<file path="src/rtl/rv_pipe_pkg.sv">
// Shared types and encodings for the 5-stage pipeline hazard/control unit.
package rv_pipe_pkg;

    // EX operand source selects
    localparam logic [1:0] FWD_REGFILE = 2'b00;
    localparam logic [1:0] FWD_MEMWB   = 2'b01;
    localparam logic [1:0] FWD_EXMEM   = 2'b10;

    // Stage in which taken branches are resolved
    localparam int STAGE_EX  = 2;
    localparam int STAGE_MEM = 3;

    // Width of the rd field held in the shadow entries; register-address
    // widths up to this value are zero-extended into it.
    localparam int RD_W = 8;

    // One in-flight instruction as seen by the hazard logic
    typedef struct packed {
        logic            valid;
        logic [RD_W-1:0] rd;
        logic            regwrite;
        logic            memread;
    } shadow_t;

    // Pipeline action chosen for the current cycle
    typedef enum logic [1:0] {
        ADV_HOLD   = 2'b00,
        ADV_BRANCH = 2'b01,
        ADV_HAZARD = 2'b10,
        ADV_NORMAL = 2'b11
    } adv_e;

    // A shadowed producer writes the register a consumer reads; x0 never counts.
    function automatic logic producer_match(input shadow_t p,
                                            input logic [RD_W-1:0] src,
                                            input logic use_src);
        return p.valid && p.regwrite && (p.rd != {RD_W{1'b0}}) &&
               (p.rd == src) && use_src;
    endfunction

endpackage

</file>
<file path="src/rtl/fwd_select.sv">
// Operand forwarding select for one EX source register.
module fwd_select
    import rv_pipe_pkg::*;
#(
    parameter int FWD_EN = 1
)(
    input  logic            ex_valid,
    input  logic [RD_W-1:0] src,
    input  shadow_t         mem,
    input  shadow_t         wb,
    output logic [1:0]      fwd
);

    // Newer EX/MEM producer wins over MEM/WB; x0 and unread sources never forward.
    always_comb begin
        fwd = FWD_REGFILE;
        if ((FWD_EN == 0) || !ex_valid) begin
            fwd = FWD_REGFILE;
        end else if (producer_match(mem, src, 1'b1)) begin
            fwd = FWD_EXMEM;
        end else if (producer_match(wb, src, 1'b1)) begin
            fwd = FWD_MEMWB;
        end else begin
            fwd = FWD_REGFILE;
        end
    end

endmodule

</file>
<file path="src/rtl/pipeline_hazard_ctrl.sv">
// Hazard detection, pipeline enables/flushes, forwarding and perf counters
// for the 5-stage core. Shadows ID/EX/MEM/WB producer information.
module pipeline_hazard_ctrl
    import rv_pipe_pkg::*;
#(
    parameter int REGA         = 5,
    parameter int FWD_EN       = 1,
    parameter int WB_BYPASS    = 1,
    parameter int BRANCH_STAGE = 3,
    parameter int CNTW         = 32
)(
    input  logic            clk,
    input  logic            reset,
    input  logic            ext_stall,
    input  logic            if_valid,
    input  logic [REGA-1:0] id_rs1,
    input  logic [REGA-1:0] id_rs2,
    input  logic            id_use_rs1,
    input  logic            id_use_rs2,
    input  logic [REGA-1:0] id_rd,
    input  logic            id_regwrite,
    input  logic            id_memread,
    input  logic            branch_taken,
    output logic            pc_en,
    output logic            if_id_en,
    output logic            if_id_flush,
    output logic            id_ex_flush,
    output logic            ex_mem_flush,
    output logic [1:0]      fwd_a,
    output logic [1:0]      fwd_b,
    output logic            id_valid,
    output logic            ex_valid,
    output logic            mem_valid,
    output logic            wb_valid,
    output logic [CNTW-1:0] stall_cnt,
    output logic [CNTW-1:0] flush_cnt
);

    logic            id_valid_r;
    shadow_t         ex_r;
    shadow_t         mem_r;
    shadow_t         wb_r;
    logic [RD_W-1:0] ex_rs1_r;
    logic [RD_W-1:0] ex_rs2_r;
    logic [CNTW-1:0] stall_cnt_r;
    logic [CNTW-1:0] flush_cnt_r;

    logic [RD_W-1:0] id_rs1_s;
    logic [RD_W-1:0] id_rs2_s;
    shadow_t         id_entry_s;
    logic            ex_hit_s;
    logic            mem_hit_s;
    logic            wb_hit_s;
    logic            hazard_s;
    adv_e            adv_s;

    // Counters stick at all-ones instead of wrapping.
    function automatic logic [CNTW-1:0] sat_inc(input logic [CNTW-1:0] v);
        return (v == {CNTW{1'b1}}) ? v : v + CNTW'(1);
    endfunction

    // Sources the instruction does not read are stored as x0, so they can never match.
    assign id_rs1_s   = id_use_rs1 ? RD_W'(id_rs1) : {RD_W{1'b0}};
    assign id_rs2_s   = id_use_rs2 ? RD_W'(id_rs2) : {RD_W{1'b0}};
    assign id_entry_s = '{valid: 1'b1, rd: RD_W'(id_rd),
                          regwrite: id_regwrite, memread: id_memread};

    // RAW hazard of the ID instruction against older in-flight producers.
    always_comb begin
        ex_hit_s  = producer_match(ex_r,  id_rs1_s, id_use_rs1) || producer_match(ex_r,  id_rs2_s, id_use_rs2);
        mem_hit_s = producer_match(mem_r, id_rs1_s, id_use_rs1) || producer_match(mem_r, id_rs2_s, id_use_rs2);
        wb_hit_s  = producer_match(wb_r,  id_rs1_s, id_use_rs1) || producer_match(wb_r,  id_rs2_s, id_use_rs2);
        hazard_s  = 1'b0;
        if (!id_valid_r) begin
            hazard_s = 1'b0;
        end else if (FWD_EN != 0) begin
            hazard_s = ex_hit_s && ex_r.memread;
        end else begin
            hazard_s = ex_hit_s || mem_hit_s || ((WB_BYPASS == 0) && wb_hit_s);
        end
    end

    // Choose the cycle's action (branch > hazard > normal) and drive enables/flushes.
    always_comb begin
        adv_s        = ADV_HOLD;
        pc_en        = 1'b0;
        if_id_en     = 1'b0;
        if_id_flush  = 1'b0;
        id_ex_flush  = 1'b0;
        ex_mem_flush = 1'b0;
        if (!reset) begin
            if_id_flush  = 1'b1;
            id_ex_flush  = 1'b1;
            ex_mem_flush = 1'b1;
        end else if (ext_stall) begin
            adv_s = ADV_HOLD;
        end else if (branch_taken) begin
            adv_s        = ADV_BRANCH;
            pc_en        = 1'b1;
            if_id_en     = 1'b1;
            if_id_flush  = 1'b1;
            id_ex_flush  = 1'b1;
            ex_mem_flush = (BRANCH_STAGE == STAGE_MEM);
        end else if (hazard_s) begin
            adv_s       = ADV_HAZARD;
            id_ex_flush = 1'b1;
        end else begin
            adv_s    = ADV_NORMAL;
            pc_en    = 1'b1;
            if_id_en = 1'b1;
        end
    end

    // Shadow pipeline state and performance counters.
    always_ff @(posedge clk or negedge reset) begin
        if (!reset) begin
            id_valid_r  <= 1'b0;
            ex_r        <= '0;
            mem_r       <= '0;
            wb_r        <= '0;
            ex_rs1_r    <= {RD_W{1'b0}};
            ex_rs2_r    <= {RD_W{1'b0}};
            stall_cnt_r <= {CNTW{1'b0}};
            flush_cnt_r <= {CNTW{1'b0}};
        end else begin
            case (adv_s)
                ADV_NORMAL: begin
                    id_valid_r <= if_valid;
                    if (id_valid_r) begin
                        ex_r     <= id_entry_s;
                        ex_rs1_r <= id_rs1_s;
                        ex_rs2_r <= id_rs2_s;
                    end else begin
                        ex_r.valid <= 1'b0;
                    end
                    mem_r <= ex_r;
                    wb_r  <= mem_r;
                end
                ADV_HAZARD: begin
                    ex_r.valid  <= 1'b0;
                    mem_r       <= ex_r;
                    wb_r        <= mem_r;
                    stall_cnt_r <= sat_inc(stall_cnt_r);
                end
                ADV_BRANCH: begin
                    id_valid_r  <= 1'b0;
                    ex_r.valid  <= 1'b0;
                    mem_r       <= ex_r;
                    mem_r.valid <= (BRANCH_STAGE == STAGE_MEM) ? 1'b0 : ex_r.valid;
                    wb_r        <= mem_r;
                    flush_cnt_r <= sat_inc(flush_cnt_r);
                end
                ADV_HOLD: begin
                    id_valid_r <= id_valid_r;
                end
                default: begin
                    id_valid_r <= id_valid_r;
                end
            endcase
        end
    end

    fwd_select #(.FWD_EN(FWD_EN)) u_fwd_a (
        .ex_valid (ex_r.valid),
        .src      (ex_rs1_r),
        .mem      (mem_r),
        .wb       (wb_r),
        .fwd      (fwd_a)
    );

    fwd_select #(.FWD_EN(FWD_EN)) u_fwd_b (
        .ex_valid (ex_r.valid),
        .src      (ex_rs2_r),
        .mem      (mem_r),
        .wb       (wb_r),
        .fwd      (fwd_b)
    );

    assign id_valid  = id_valid_r;
    assign ex_valid  = ex_r.valid;
    assign mem_valid = mem_r.valid;
    assign wb_valid  = wb_r.valid;
    assign stall_cnt = stall_cnt_r;
    assign flush_cnt = flush_cnt_r;

endmodule

</file>
<file path="config.mk">
export PLATFORM = sky130hd
export DESIGN_NAME = pipeline_hazard_ctrl
export DESIGN_NICKNAME = d
export VERILOG_FILES = /design/src/rtl/rv_pipe_pkg.sv /design/src/rtl/fwd_select.sv /design/src/rtl/pipeline_hazard_ctrl.sv
export SDC_FILE = /design/constraint.sdc
export NUM_CORES = 1
export LEC_CHECK = 0
export ABC_AREA = 1
export ABC_CLOCK_PERIOD_IN_PS = 2100
export BUFFER_PORTS_ARGS = -buffer_cell sky130_fd_sc_hd__buf_2
export CAP_MARGIN = 20
export CORE_MARGIN = 2
export CORE_UTILIZATION = 51
export CTS_CLUSTER_DIAMETER = 30
export DETAILED_ROUTE_END_ITERATION = 8
export PLACE_DENSITY = 0.76
export SLEW_MARGIN = 20
export SYNTH_ARGS = -nofsm -noshare
export SYNTH_HDL_FRONTEND = slang
export SYNTH_SLANG_ARGS = --single-unit
</file>
<file path="constraint.sdc">
create_clock -name clk -period 2.1 [get_ports clk]
set_clock_uncertainty 0.15 [all_clocks]
set_input_delay 0.315 -clock clk [delete_from_list [all_inputs] [get_ports clk]]
set_output_delay 0.315 -clock clk [all_outputs]
set_load 0.02 [all_outputs]
</file>
==> metrics <==
Tcrit/Tclk final=105.3%; row count=39; Critical Path Start=ex_r[5]$_DFFE_PN0P_; register area share after synthesis=41.01%; FF-to-FF End=stall_cnt[21]$_DFFE_PN0P_; layout cell share with drive strength beyond 1=24.77%; Pre-antenna DRT Iters=6; clk buf depth=2; Worst EP required=1.63 ns; # IOs=101; grt ovf=0; post-synthesis mux area share=0.1903%; number of DRC markers in iteration 0=452; vias per inst=5.213; IO Port Bufs=100; vias in the first global route=5,254; final setup slack of the worst path=-0.1106 ns; routed via count=5,838; routed wire length=16,220 um; Synth Instances=823; WL/cell=14.48 um; largest area contributor in the netlist=dfrtp_1; number of diodes=0; DP Area=0.006734 mm2; Root Buffer=clkbuf_16; Final HPWL DP=11,020 um; post-synthesis xor/xnor area fraction=8.732%; Die Y=111.7 um; CP Capture Point=pc_en; post-synth cell types=34; Cell Area, Synth=0.005918 mm2; RePlAce Congestion=0.9526; Slew headroom=66.55%; fin nets=1,002; synthesis-to-layout area growth=28.60%; Seq cells post-synth=97; Max Slew Vio Count=0; share of the synthesized area in the top cell type=41.01%; Crit-path slowest cell=dfrtp_1; WP data arrival=1.75 ns; Final Setup Violations=40; Final Hold Fails=0; worst-margin pin slew=0.5017 ns; fin crit period=2.211 ns; Max stage delay on crit path=0.41 ns; Reg clk slew, reported paths=0.07 ns; CP Cell Sequence=inv_2 > nand2_1 > nand2_1 > nor2_2 > nand3_1 > nand2_2 > nand3_2 > nand2_2 > inv_2 > buf_6 > buf_6; Hold Path Class=in -> reg; fillers=963; number of max-cap violations=0; htree depth=3; Synth Area in Compound Gates=5.645%; largest net degree at the start of global routing=98; final instance area=0.007611 mm2; Worst VDD drop=456.3 uV; DIE WIDTH=111.7 um; clk sinks=97; # DRC=0; crit path kind=reg -> out; number of buffers created by CTS=9; Setup crit end kind=output port; Post-Synth Adder-Cell Area=1.268%; initial antenna violation count=1; RR Startpoint=ex_r[2]$_DFFE_PN0P_; first-pass GRT wire length=25,290 um; Worst-Skew Late Latency=0.36 ns; R2R cell count=15; core area=0.01137 mm2; ANT nets after route=0; GRT Util Overall=24.86%; largest family of logic cells by synthesized area=simple AND/OR/NAND/NOR gates; failing checks=setup timing; Pwr Density=664.0 mW/mm2; status=finished, violations left; top cells by area, synth=dfrtp_1, nand2_1, xor2_1; achievable clock frequency=452.4 MHz; P_leak=3.867 nW; post-synthesis simple-gate area fraction=36.09%; Crit Path Max Fanout=4; unrepaired setup endpoints after global routing=yes; total die area=0.01248 mm2; Synthesized Nets=853; setup TNS=-1.623 ns; synthesized area per cell=7.191 um2; flop2flop setup slack=-0.06 ns; yosys synthesis warning count=0; Initial Utilization=52.05%; startpoint types=flip-flop; TritonCTS clock tree=done
==> power by group <==
| group | internal, mW | switching (mW) |
|---|---|---|
| registers | 2.06 | 0.235 |
| logic | 0.509 | 0.683 |
| clock network | 0.808 | 0.759 |
| total | 3.38 | 1.68 |
==> cell families (layout without fill, tap and decap cells) <==
| logic type | count (synthesis) | count (layout) |
|---|---|---|
| XOR/XNOR | 59 | 59 |
| adder cells (fa/ha/maj) | 6 | 6 |
| buffers and inverters | 90 | 243 |
| AND/OR/NAND/NOR | 507 | 508 |
| multiplexers | 1 | 1 |
| flip-flops | 97 | 97 |
| AO/OA/AOI/OAI | 63 | 63 |
==> state kept, by name, indices dropped and copies added (netlist names) <==
register	flops
ex_r	7
ex_rs1_r	5
ex_rs2_r	5
ex_valid	1
flush_cnt	32
id_valid	1
mem_r	6
mem_valid	1
stall_cnt	32
wb_r	6
wb_valid	1
==> through the flow <==
step	worst slack (ns)	power (mW)	utilization, %	hold slack [ns]	cells
floorplan	0.01456	2.931	-	-0.1306	823
global placement	-0.02544	3.318	59.23	0.3234	1077
detailed placement	-0.1135	3.346	59.23	0.3327	1077
CTS	-0.1087	4.931	62.22	0.04533	1097
global route	-0.2138	5.297	66.94	0.07014	1120
finish	-0.1106	5.054	66.94	0.04596	1120
==> critical path, delay by kind of cell, from the launching register on <==
family,cells,cell delay [ns]
buf+inv,4,0.37
flops,1,0.41
simple gates,7,0.60
==> synth_stat cells <==
| master | n |
|---|---|
| o22ai_1 | 2 |
| nor3b_2 | 1 |
| nor2_4 | 2 |
| a21boi_0 | 1 |
| nand2_1 | 330 |
| and2_1 | 1 |
| nand3_1 | 34 |
| o21ai_1 | 9 |
| xnor2_1 | 23 |
| buf_2 | 3 |
| o21ai_0 | 34 |
| nor2_1 | 77 |
| mux2_2 | 1 |
| buf_12 | 1 |
| a21oi_1 | 13 |
| nor3_2 | 4 |
| xor2_1 | 36 |
| inv_1 | 66 |
| nand4_1 | 9 |
| nand3_2 | 1 |
| nand3b_1 | 9 |
| nor2_2 | 4 |
| o21bai_1 | 1 |
| nor3_1 | 29 |
| inv_2 | 4 |
| nand2_4 | 3 |
| ha_1 | 6 |
| buf_6 | 6 |
| dfrtp_1 | 97 |
| nand2_2 | 2 |
| clkbuf_1 | 6 |
| nor4_1 | 1 |
| buf_4 | 4 |
| o21ai_2 | 3 |
==> worst min-delay path by stage <==
stage,startpoint,to,slack [ns],cells after the start
6_report,id_rd[4],ex_r[6]$_DFFE_PN0P_,0.05,3
3_3_place_gp,wb_r[1]$_DFFE_PN0P_,wb_r[1]$_DFFE_PN0P_,0.32,2
5_1_grt,id_rd[3],ex_r[5]$_DFFE_PN0P_,0.07,3
4_1_cts,id_rd[4],ex_r[6]$_DFFE_PN0P_,0.05,3
3_5_place_dp,wb_r[1]$_DFFE_PN0P_,wb_r[1]$_DFFE_PN0P_,0.33,2
2_1_floorplan,reset,ex_r[0]$_DFFE_PN0P_,-0.13,0
==> repair_timing <==
action	CTS	global route
hold buffers	1	0
setup endpoints to repair	74	103
gates resized for setup	14	89
endpoints found under the hold margin	97	0
gates cloned	0	13
pin swaps	2	12
buffers inserted	3	10
==> layout make-up <==
class / instances / area [um2] / share of cell area (%)
timing repair buffer: 154 / 1167 / 15.34
timing repair inverter: 3 / 35.03 / 0.4603
inverter: 70 / 279.0 / 3.666
tap: 143 / 178.9 / 2.351
multi-input combinational: 637 / 3242 / 42.59
clock inverter: 6 / 43.79 / 0.5754
clock buffer: 10 / 229.0 / 3.008
sequential: 97 / 2436 / 32.01
==> layout by cell type (no fill, tap or decap), types with 9 or more instances in the layout <==
| cell type | instances |
|---|---|
| nand2_1 | 321 |
| buf_2 | 93 |
| dfrtp_1 | 90 |
| nor2_1 | 74 |
| inv_1 | 57 |
| xor2_1 | 36 |
| buf_4 | 36 |
| nand3_1 | 31 |
| nor3_1 | 27 |
| o21ai_1 | 24 |
| xnor2_1 | 20 |
| o21ai_0 | 16 |
| clkbuf_16 | 15 |
| a21oi_1 | 12 |
| inv_2 | 11 |
| nand2_2 | 10 |
| nand4_1 | 9 |
| nand3b_1 | 9 |
| buf_6 | 9 |
==> layer usage <==
layer | wire (um) | GRT usage [%] | vias to the layer above
met2 | 7623 | 38.87 | 212
met3 | 988 | 4.355 | 31
li1 | - | - | 2886
met5 | 0 | 0 | -
met4 | 330 | 9.383 | 0
met1 | 7273 | 34.78 | 2709
Power figures use the tool's default switching activity.
